==> src/rtl/rx_bit_timer.sv <==
// Bit/byte timing generator for the USB RX path: sample strobe per bit, bit and byte counters.
// Optional phase realignment on data edges when RX_TIMER_RESYNC_EN is defined.
module rx_bit_timer #(
  parameter int unsigned CLKS_PER_BIT  = 8,
  parameter int unsigned SAMPLE_PHASE  = 3,
  parameter int unsigned BITS_PER_BYTE = 8,
  parameter int unsigned BYTE_CNT_W    = 7,
  localparam int unsigned PhW          = $clog2(CLKS_PER_BIT),
  localparam int unsigned BcW          = $clog2(BITS_PER_BYTE)
) (
  input  logic                  clk,
  input  logic                  n_rst,
  input  logic                  enable_timer,
  input  logic                  invalid_bit,
  input  logic                  resync,
  output logic                  shift_enable,
  output logic                  shift_enable_const,
  output logic                  byte_complete,
  output logic [PhW-1:0]        bit_phase,
  output logic [BcW-1:0]        bit_count,
  output logic [BYTE_CNT_W-1:0] byte_count
);

  localparam logic [PhW-1:0]        PhaseMax  = PhW'(CLKS_PER_BIT - 1);
  localparam logic [PhW-1:0]        SamplePh  = PhW'(SAMPLE_PHASE);
  localparam logic [BcW-1:0]        BitMax    = BcW'(BITS_PER_BYTE - 1);
  localparam logic [BYTE_CNT_W-1:0] ByteMax   = '1;

  logic [PhW-1:0]        bit_phase_q, bit_phase_d;
  logic [BcW-1:0]        bit_count_q, bit_count_d;
  logic [BYTE_CNT_W-1:0] byte_count_q, byte_count_d;
  logic                  byte_complete_q, byte_complete_d;
  logic                  run;

`ifndef RX_TIMER_RESYNC_EN
  logic unused_resync;
  assign unused_resync = resync;
`endif

  always_comb begin
    run                = enable_timer & ~invalid_bit;
    shift_enable       = run && (bit_phase_q == SamplePh);
    shift_enable_const = invalid_bit | shift_enable;

    bit_phase_d = bit_phase_q;
    if (!enable_timer) begin
      bit_phase_d = '0;
`ifdef RX_TIMER_RESYNC_EN
    end else if (resync) begin
      // The edge cycle itself counts as phase 0, so the following cycle is phase 1.
      bit_phase_d = PhW'(1);
`endif
    end else if (run) begin
      bit_phase_d = (bit_phase_q == PhaseMax) ? '0 : bit_phase_q + PhW'(1);
    end

    bit_count_d = bit_count_q;
    if (!enable_timer) begin
      bit_count_d = '0;
    end else if (shift_enable) begin
      bit_count_d = (bit_count_q == BitMax) ? '0 : bit_count_q + BcW'(1);
    end

    // Registered regardless of enable so a pending pulse survives enable falling.
    byte_complete_d = shift_enable && (bit_count_q == BitMax);

    byte_count_d = byte_count_q;
    if (!enable_timer) begin
      byte_count_d = '0;
    end else if (byte_complete_q && (byte_count_q != ByteMax)) begin
      byte_count_d = byte_count_q + BYTE_CNT_W'(1);
    end
  end

  always_ff @(posedge clk or negedge n_rst) begin
    if (!n_rst) begin
      bit_phase_q     <= '0;
      bit_count_q     <= '0;
      byte_count_q    <= '0;
      byte_complete_q <= 1'b0;
    end else begin
      bit_phase_q     <= bit_phase_d;
      bit_count_q     <= bit_count_d;
      byte_count_q    <= byte_count_d;
      byte_complete_q <= byte_complete_d;
    end
  end

  assign bit_phase     = bit_phase_q;
  assign bit_count     = bit_count_q;
  assign byte_count    = byte_count_q;
  assign byte_complete = byte_complete_q;

endmodule

==> config.mk <==
export PLATFORM = sky130hd
export DESIGN_NAME = rx_bit_timer
export DESIGN_NICKNAME = d
export VERILOG_FILES = /design/src/rtl/rx_bit_timer.sv
export SDC_FILE = /design/constraint.sdc
export NUM_CORES = 1
export LEC_CHECK = 0
export BUFFER_PORTS_ARGS = -buffer_cell sky130_fd_sc_hd__buf_2
export CORE_ASPECT_RATIO = 0.8
export CORE_UTILIZATION = 41
export CTS_BUF_LIST = sky130_fd_sc_hd__clkbuf_8
export CTS_CLUSTER_DIAMETER = 120
export DETAILED_ROUTE_END_ITERATION = 8
export GPL_ROUTABILITY_DRIVEN = 1
export PLACE_DENSITY = 0.66
export SETUP_SLACK_MARGIN = 0.5
export SLEW_MARGIN = 15
export SYNTH_ARGS = -nofsm -noshare
export SYNTH_HDL_FRONTEND = slang
export SYNTH_SLANG_ARGS = --single-unit
==> constraint.sdc <==
create_clock -name clk -period 1.94 [get_ports clk]
set_input_delay 0 -clock clk [delete_from_list [all_inputs] [get_ports clk]]
set_output_delay 0 -clock clk [all_outputs]
set_load 0.01 [all_outputs]
Word level (Yosys, flattened, before mapping)
Cells that the tools add are included.

cells by class
  reductions and logical operators = 3
  muxes and demuxes = 8
  equality and inequality tests = 7
  add/sub/neg operators = 3
  bitwise operators = 3

operators by type and width
  cell                                                                    number
  3-bit 2-to-1 mux                                                        6
  7-bit 2-to-1 mux                                                        2
  7-bit by 1-bit adder with 7-bit output (second input constant)          1
  7-bit != test (second input constant)                                   1
  3-bit by 1-bit adder with 3-bit output (second input constant)          2
  3-bit equality test (second input constant)                             2
  2-bit by 1-bit != test with 1-bit output (second input constant)        3
  3-bit by 2-bit equality test with 1-bit output (second input constant)  1
  1-bit logical AND                                                       3
  1-bit AND                                                               1
  1-bit inverter                                                          1
  1-bit OR                                                                1

storage, ports and cells
  logic and storage cells = 28
  input bits = 5
  output and inout bits = 16
  register bits after elaboration = 14

Depth between registers and ports, before layout
Gate-level depths: netlist of the first run.

  depth after elaboration = 5
  mapped depth = 6
  mapped depth without buffers = 6

Worst setup path before layout of the first run
Ideal clock, no wire load.

  kind = register -> register
  start = register byte_count_q[0], in the netlist byte_count[0]
  end = register byte_count_q[5], in the netlist byte_count[5]
  buffers on the path = 0
  cell stages (with the launch flop) = 6
  arrival = 1.489 ns
  setup time = 0.078 ns
  setup slack = 0.374 ns
  required time = 1.862 ns
  period minus slack after synthesis = 1.566 ns
  cell sequence = dfrtp_1 > ha_1 > nand2_1 > o21ai_2 > or4_1 > a21oi_1

on the way
  word-level cells in the longest chain between the ends = 3
  elaborated cells on any way between the ends = 6
  classes of those cells = 1 x add/sub; 2 x eq/ne; 2 x mux; 1 x reduce/logical

ends and longest elaborated chain
  item                                                                                 RTL line  text
  start, declared                                                                      31        logic [BYTE_CNT_W-1:0] byte_count_q, byte_count_d;
  start signal, assigned                                                               84        byte_count_q <= byte_count_d;
  7-bit by 1-bit adder with 7-bit output / 7-bit != test (equally long branches)       71, 70
  7-bit 2-to-1 mux / 1-bit logical AND (equally long branches)                         70        end else if (byte_complete_q && (byte_count_q != ByteMax)) begin
  7-bit 2-to-1 mux / 2-bit by 1-bit != test with 1-bit output (equally long branches)  n/a

Parallel ways exist; a longest one is shown, timed or not. The select of a mux whose other input is x is not followed.
A chain may end at the register's enable or synchronous reset.

Worst setup path in the final report of the first run
Ends and elaborated chain as after synthesis.

==> run_results.csv, run 1 <==
group,metric,value,unit
run_status,status,"finished clean",
drt,drt_drc_violations_left,0,
yosys,yosysSeqAreaShare,49.82,%
global_route,grt_usage,19.43,%
yosys,yosys.area.top_type_share,49.82,%
placement,gp_congestion,0.7860,
yosys,synth_flop_cell,"dfrtp_1",
critical_path,critPathRequiredTime,2.11,ns
drt,vias_per_cell,5.189,
global_route,grt_max_degree,15,
final_layout,antenna_cells,0,
clocking,cts_sinks,14,
critical_path,reg2reg_slack,0.54,ns
power,power.leakage,0.5104,nW
final_layout,drive_gt1_share,35.64,%
drt,met3_length,79,µm
floorplan,die_area,0.001886,mm²
timing,fmax,711.9,MHz
critical_path,rr_startpoint,"byte_count[0]$_DFFE_PN0P_",
critical_path,critPathMaxFanout,7,
placement,place_ws,0.4874,ns
final_layout,nNetsFinal,113,
drt,routed_wl,1611,µm
final_layout,syn_to_final_growth,38.26,%
yosys,synth_common_cells,"14 x dfrtp_1, 10 x nor2_1, 9 x nand2_1",
power,vdd_drop_max,0.7141,mV
timing,clock_skew,0.003559,ns
final_layout,post-route-util,65.40,%
floorplan,start_util,47.31,%
clocking,clk_path_buf_depth,2,
placement,hpwlAfterDp,1040,µm
floorplan,die_x,48.30,µm
clocking,clock_latency,0.25,ns
yosys,yosys-top-cells-area,"dfrtp_1 50%, ha_1 11%, nor2_1 5.3%",
global_route,antenna_found_initial,0,
timing,slew_headroom,77.82,%
drt,met1Wirelength,761,µm
yosys,synthArstFlopShare,100.0,%
timing,timing.hold.ws,0.06932,ns
clocking,cts-root-buf,"clkbuf_8",
clocking,htree_levels,1,
floorplan,core_area,0.001486,mm²
critical_path,crit_arrival,1.58,ns
yosys,synth-seq-cells,14,
drt,num_vias,633,
critical_path,crit_end,"byte_count[5]$_DFFE_PN0P_",
hold_path,hp-class,"in -> reg",
clocking,clk_pin_slew,0.06,ns
timing,max_slew.worst_pin.slew,0.3327,ns
power,finalPower,627.1,µW
yosys,synth_cell_type_count,21,
timing,fin_crit_sh,72.41,%
drt,drt-initial-drc-count,10,
global_route,overflow,0,
power,power_density,645.1,mW/mm²
clocking,cts_tree,"built",
placement,port_buffers,19,
timing,fin_crit,1.405,ns
yosys,netlist_instances,73,
run,drv_cap,0,
global_route,grt_pass1_vias,582,
yosys,ys_warn_count,0,
drt,ant_nets,0,
drt,wl_per_cell,13.20,µm
drt,firstDrtPassIters,3,
timing,setup_violations,0,
timing,fin_ws,0.5353,ns
critical_path,cp-end-kind,"register",
drt,topRoutingLayerUsed,"met4",
critical_path,critPathLaunch,"byte_count[0]$_DFFE_PN0P_",
yosys,synth.largest_area_cell,"dfrtp_1",
critical_path,critical_path_class,"reg -> reg",
critical_path,r2r_end,"byte_count[5]$_DFFE_PN0P_",
critical_path,cp-start-kind,"register",
yosys,post_synth.cell_area_avg,9.633,µm²
yosys,synth.net_count,84,
critical_path,reg2regPathDepth,5,
floorplan,die_h,39.04,µm
timing,hold_viol,0,
final_layout,num-fill-cells,123,
yosys,synth.cell_area,703.2,µm²
yosys,synth.most_common_cell,"dfrtp_1",
global_route,grt_pass1_wl,2628,µm
yosys,synth_edf_count,0,
timing,slew_viol_final,0,
drt,wl_met2,757,µm
floorplan,io-pin-count,21,
timing,rsz0062_at_grt,"yes",
floorplan,row_count,12,
clocking,cts_buffers,3,
timing,final.setup.tns,0,ns
## final cells by class
cell class              instances  area (µm²)  area share [%]
multi-input cells              54       379.1           39.00
clock buffers                   4       55.05           5.663
repair buffers                 25       146.4           15.06
inverters                       4       15.01           1.544
well taps                      21       26.28           2.703
flip-flops and latches         14       350.3           36.04
## routing by layer
metal,track usage (%),vias up
met1,23.02,298
met5,0,-
li1,-,316
met3,6.667,2
met4,6.618,0
met2,33.80,17
## power by group
part	total, mW	internal (mW)	switching (mW)
clock network	0.286	0.180	0.106
registers	0.300	0.295	0.00420
logic	0.0416	0.0176	0.0241
## through the flow
step                std cells  cell area (µm²)
floorplan                  73            715.7
global placement          112            833.3
detailed placement        112            833.3
CTS                       120            920.9
global route              122            972.2
finish                    122            972.2
## critical path, cell delays in order, from the launching register on
cell     delay, ns
dfrtp_1       0.38
ha_2          0.21
nand2_2       0.10
o21ai_4       0.10
or4_1         0.41
a21oi_1       0.13
## sequential cells by signal, indices dropped and copies added, names as in the netlist
signal         cells
byte_count         7
bit_count          3
bit_phase          3
byte_complete      1
## cells in the final DEF (no fill, tap or decap), drive strengths merged, types with 2 or more instances in the layout
master / n
dfrtp: 14
a21oi: 6
nor3: 2
nand3: 6
nor2: 10
nand2: 9
buf: 24
o21ai: 4
ha: 6
o31ai: 2
inv: 4
clkbuf: 4
## worst min-delay path by stage
| stage | startpoint | endpoint | slack, ns | cells past startpoint |
|---|---|---|---|---|
| after global routing | enable_timer | byte_count[4]$_DFFE_PN0P_ | 0.07 | 2 |
| after CTS | enable_timer | byte_count[4]$_DFFE_PN0P_ | 0.07 | 2 |
| after global placement | n_rst | bit_phase[0]$_DFFE_PN0P_ | -0.09 | 1 |
| final | enable_timer | byte_count[4]$_DFFE_PN0P_ | 0.07 | 2 |
| after detailed placement | n_rst | bit_phase[0]$_DFFE_PN0P_ | -0.08 | 1 |
| after floorplan | n_rst | bit_count[0]$_DFFE_PN0P_ | -0.30 | 0 |
## cell families (layout without fill, tap and decap cells)
| group | count (synthesis) | in the layout | share of synthesized area, % |
|---|---|---|---|
| XOR/XNOR | 1 | 1 | 1.246 |
| flip-flops | 14 | 14 | 49.82 |
| AO/OA/AOI/OAI | 14 | 14 | 12.81 |
| buffers and inverters | 5 | 33 | 2.668 |
| AND/OR/NAND/NOR | 33 | 33 | 22.78 |
| adder cells (fa/ha/maj) | 6 | 6 | 10.68 |
## timing repair
action                                  4_1_cts  5_1_grt
pin swaps                                     0        2
resized for setup                             0        7
hold buffers                                  1        0
hold endpoints to repair                     14        0
setup buffers                                 3        2
endpoints found under the setup margin        3        7
No activity file was read; power rests on OpenSTA's default activity.
==> run 2: changes to the inputs <==
--- a/config.mk
+++ b/config.mk
@@ -5,6 +5,7 @@
 export SDC_FILE = /design/constraint.sdc
 export NUM_CORES = 1
 export LEC_CHECK = 0
+export ABC_AREA = 1
 export BUFFER_PORTS_ARGS = -buffer_cell sky130_fd_sc_hd__buf_2
 export CORE_ASPECT_RATIO = 0.8
 export CORE_UTILIZATION = 41
@@ -12,7 +13,6 @@
 export CTS_CLUSTER_DIAMETER = 120
 export DETAILED_ROUTE_END_ITERATION = 8
 export GPL_ROUTABILITY_DRIVEN = 1
-export PLACE_DENSITY = 0.66
 export SETUP_SLACK_MARGIN = 0.5
 export SLEW_MARGIN = 15
 export SYNTH_ARGS = -nofsm -noshare
==> constraint.sdc (replaced) <==
create_clock -name clk -period 1.4 [get_ports clk]
set_input_delay 0 -clock clk [delete_from_list [all_inputs] [get_ports clk]]
set_output_delay 0 -clock clk [all_outputs]
set_load 0.01 [all_outputs]
==> run 2 against run 1 <==
  * Synthesized cell count up 27%
  * Clock skew decreased by 0.0027 ns
  * Core utilization is 9.2 points higher
  * Largest cell class unchanged
  * Largest power group unchanged
  * The flow now finishes with violations (negative setup slack)
  * Die area increased by 9.8%
  * Sequential share of layout area is 7.8 points lower
  * Final cell count grew 25%
  * Routed wire length grew 22%
  * Global-route usage grew 1.4 points
  * Critical path depth grew 1
  * Combinational power increased to 3.2 times the previous value
==> run_results.csv, run 2 <==
group,metric,value,unit
clocking,cts_tree,"built",
critical_path,reg2regPathDepth,7,
floorplan,start_util,45.86,%
run_status,failed_checks,"negative setup slack",
floorplan,die_x,50.63,µm
yosys,synth_flop_cell,"dfrtp_1",
drt,wl_per_cell,12.83,µm
yosys,synth_cell_type_count,18,
global_route,grt_pass1_wl,2994,µm
run_status,status,"finished, violations left",
timing,hold_viol,0,
critical_path,critPathMaxFanout,2,
clocking,clk_pin_slew,0.06,ns
final_layout,largest_register_ffs,7,
clocking,clock_latency,0.25,ns
floorplan,row_count,13,
critical_path,critPathRequiredTime,1.40,ns
timing,timing.hold.ws,0.06624,ns
yosys,synth.largest_area_cell,"dfrtp_1",
hold_path,hold_depth,3,
final_layout,syn_to_final_growth,62.74,%
floorplan,die_h,40.91,µm
clocking,htree_levels,1,
placement,gp_congestion,0.7827,
critical_path,crit_arrival,1.43,ns
timing,max_slew.worst_pin.slew,0.3336,ns
clocking,cts_sinks,14,
global_route,grt_usage,20.82,%
critical_path,cp-start-kind,"register",
yosys,synth_edf_count,0,
hold_path,hp-class,"in -> reg",
final_layout,drive_gt1_share,51.15,%
yosys,synthArstFlopShare,100.0,%
run,drv_cap,0,
yosys,post_synth.cell_area_avg,8.341,µm²
timing,fmax,699.4,MHz
critical_path,cp-end-kind,"output port",
global_route,grt_max_degree,15,
yosys,ys_warn_count,0,
drt,routed_wl,1963,µm
yosys,synth.cell_area,775.7,µm²
timing,fin_crit,1.430,ns
final_layout,nNetsFinal,143,
clocking,clk_path_buf_depth,2,
timing,fin_ws,-0.02970,ns
placement,postPlaceCellArea,969.7,µm²
global_route,antenna_found_initial,0,
power,power_density,769.9,mW/mm²
timing,slew_viol_final,0,
floorplan,core_area,0.001692,mm²
final_layout,stdcell_area,0.001262,mm²
clocking,cts-root-buf,"clkbuf_8",
critical_path,critical_path_class,"reg -> out",
yosys,synth_common_cells,"23 x nand2_1, 14 x dfrtp_1, 13 x inv_1, 13 x nand3_1, 6 x ha_1",
placement,port_buffers,19,
power,power.leakage,0.6682,nW
timing,clock_skew,0.0008876,ns
global_route,grt_pass1_vias,661,
drt,firstDrtPassIters,4,
drt,drt_drc_violations_left,0,
final_layout,final_common_cell,"nand2_1",
drt,ant_nets,0,
final_layout,antenna_cells,0,
yosys,synth.most_common_cell,"nand2_1",
drt,num_vias,769,
yosys,synth.net_count,104,
floorplan,io-pin-count,21,
yosys,synth-seq-cells,14,
yosys,yosysSeqAreaShare,45.16,%
timing,rsz0062_at_grt,"yes",
yosys,netlist_instances,93,
power,vdd_drop_max,0.6765,mV
drt,drt-initial-drc-count,14,
clocking,cts_buffers,3,
timing,setup_violations,1,
timing,fin_crit_sh,102.1,%
yosys,yosys-top-cells-area,"dfrtp_1 45%, nand2_1 11%, ha_1 9.7%",
drt,vias_per_cell,5.026,
global_route,overflow,0,
placement,hpwlAfterDp,1213,µm
floorplan,die_area,0.002071,mm²
yosys,yosys.area.top_type_share,45.16,%
timing,slew_headroom,77.76,%
final_layout,final_cell_mix,"18 x nand2_1, 13 x buf_2, 13 x buf_6, 12 x nand3_1, 11 x inv_1",
-- run 2: what timing repair did --
action                                  CTS  global route
endpoints found under the setup margin   17            21
resized for setup                        14            17
pin swaps                                 9            10
buffers inserted                          8             5
endpoints found under the hold margin    14             0
hold buffers                              1             0
-- run 2: per-layer routing --
metal  up-vias  global-route usage (%)  part of all wire (%)
met2        21                   32.00                    48
met5         -                       0                     0
met1       367                   27.89                    47
met3         2                   6.667                   4.7
met4         0                   7.639                  0.25
li1        379                       -                     -
-- run 2: cell type report --
cell class                      count  area (µm²)
Tap cell                           22       27.53
Inverter                           14       55.05
Clock buffer                        4       55.05
Multi-Input combinational cell     64       486.7
Sequential cell                    14       356.6
Fill cell                         130       429.2
Timing Repair Buffer               35       281.5
-- run 2: logic make-up (layout without fill, tap and decap cells) --
| logic type | Yosys count | count (layout) | share of synthesized area (%) |
|---|---|---|---|
| AO/OA/AOI/OAI | 7 | 7 | 5.484 |
| AND/OR/NAND/NOR | 51 | 51 | 32.42 |
| flip-flops | 14 | 14 | 45.16 |
| adder cells (fa/ha/maj) | 6 | 6 | 9.677 |
| buffers and inverters | 15 | 53 | 7.258 |
-- run 2: power by group --
| group | internal, mW | total, mW | leakage, nW | switching, mW |
|---|---|---|---|---|
| clock network | 0.249 | 0.401 | 0.0288 | 0.152 |
| registers | 0.420 | 0.437 | 0.186 | 0.0162 |
| logic | 0.0666 | 0.134 | 0.454 | 0.0677 |
| total | 0.736 | 0.972 | 0.668 | 0.236 |
-- run 2: final timing paths --
| path | slack [ns] | start | end |
|---|---|---|---|
| min | 0.07 | invalid_bit | bit_phase[2]$_DFFE_PN0P_ |
| max in group asynchronous | 0.94 | n_rst | bit_phase[2]$_DFFE_PN0P_ |
| min reg2reg | 0.51 | bit_count[0]$_DFFE_PN0P_ | bit_count[0]$_DFFE_PN0P_ |
| max | -0.03 | bit_phase[0]$_DFFE_PN0P_ | shift_enable_const |
| min in group asynchronous | 0.19 | n_rst | byte_count[3]$_DFFE_PN0P_ |
| max reg2reg | 0.07 | byte_count[0]$_DFFE_PN0P_ | byte_count[0]$_DFFE_PN0P_ |
-- run 2: metrics by stage --
stage	TNS (ns)	worst slack (ns)	total power, mW	util [%]	instances
detailed placement	0	0.09007	0.5400	57.32	135
CTS	-0.04643	-0.04643	0.9597	68.34	148
global placement	0	0.08561	0.5366	57.32	135
global route	-0.06041	-0.06041	1.010	74.63	153
finish	-0.02970	-0.02970	0.9720	74.63	153
floorplan	0	0.1533	0.4952	-	93
-- run 2: critical path, cell delays in order (launching register included) --
cell     delay, ns
dfrtp_2       0.43
ha_4          0.17
ha_4          0.16
nand2_4       0.06
inv_4         0.03
or2_4         0.22
buf_6         0.12
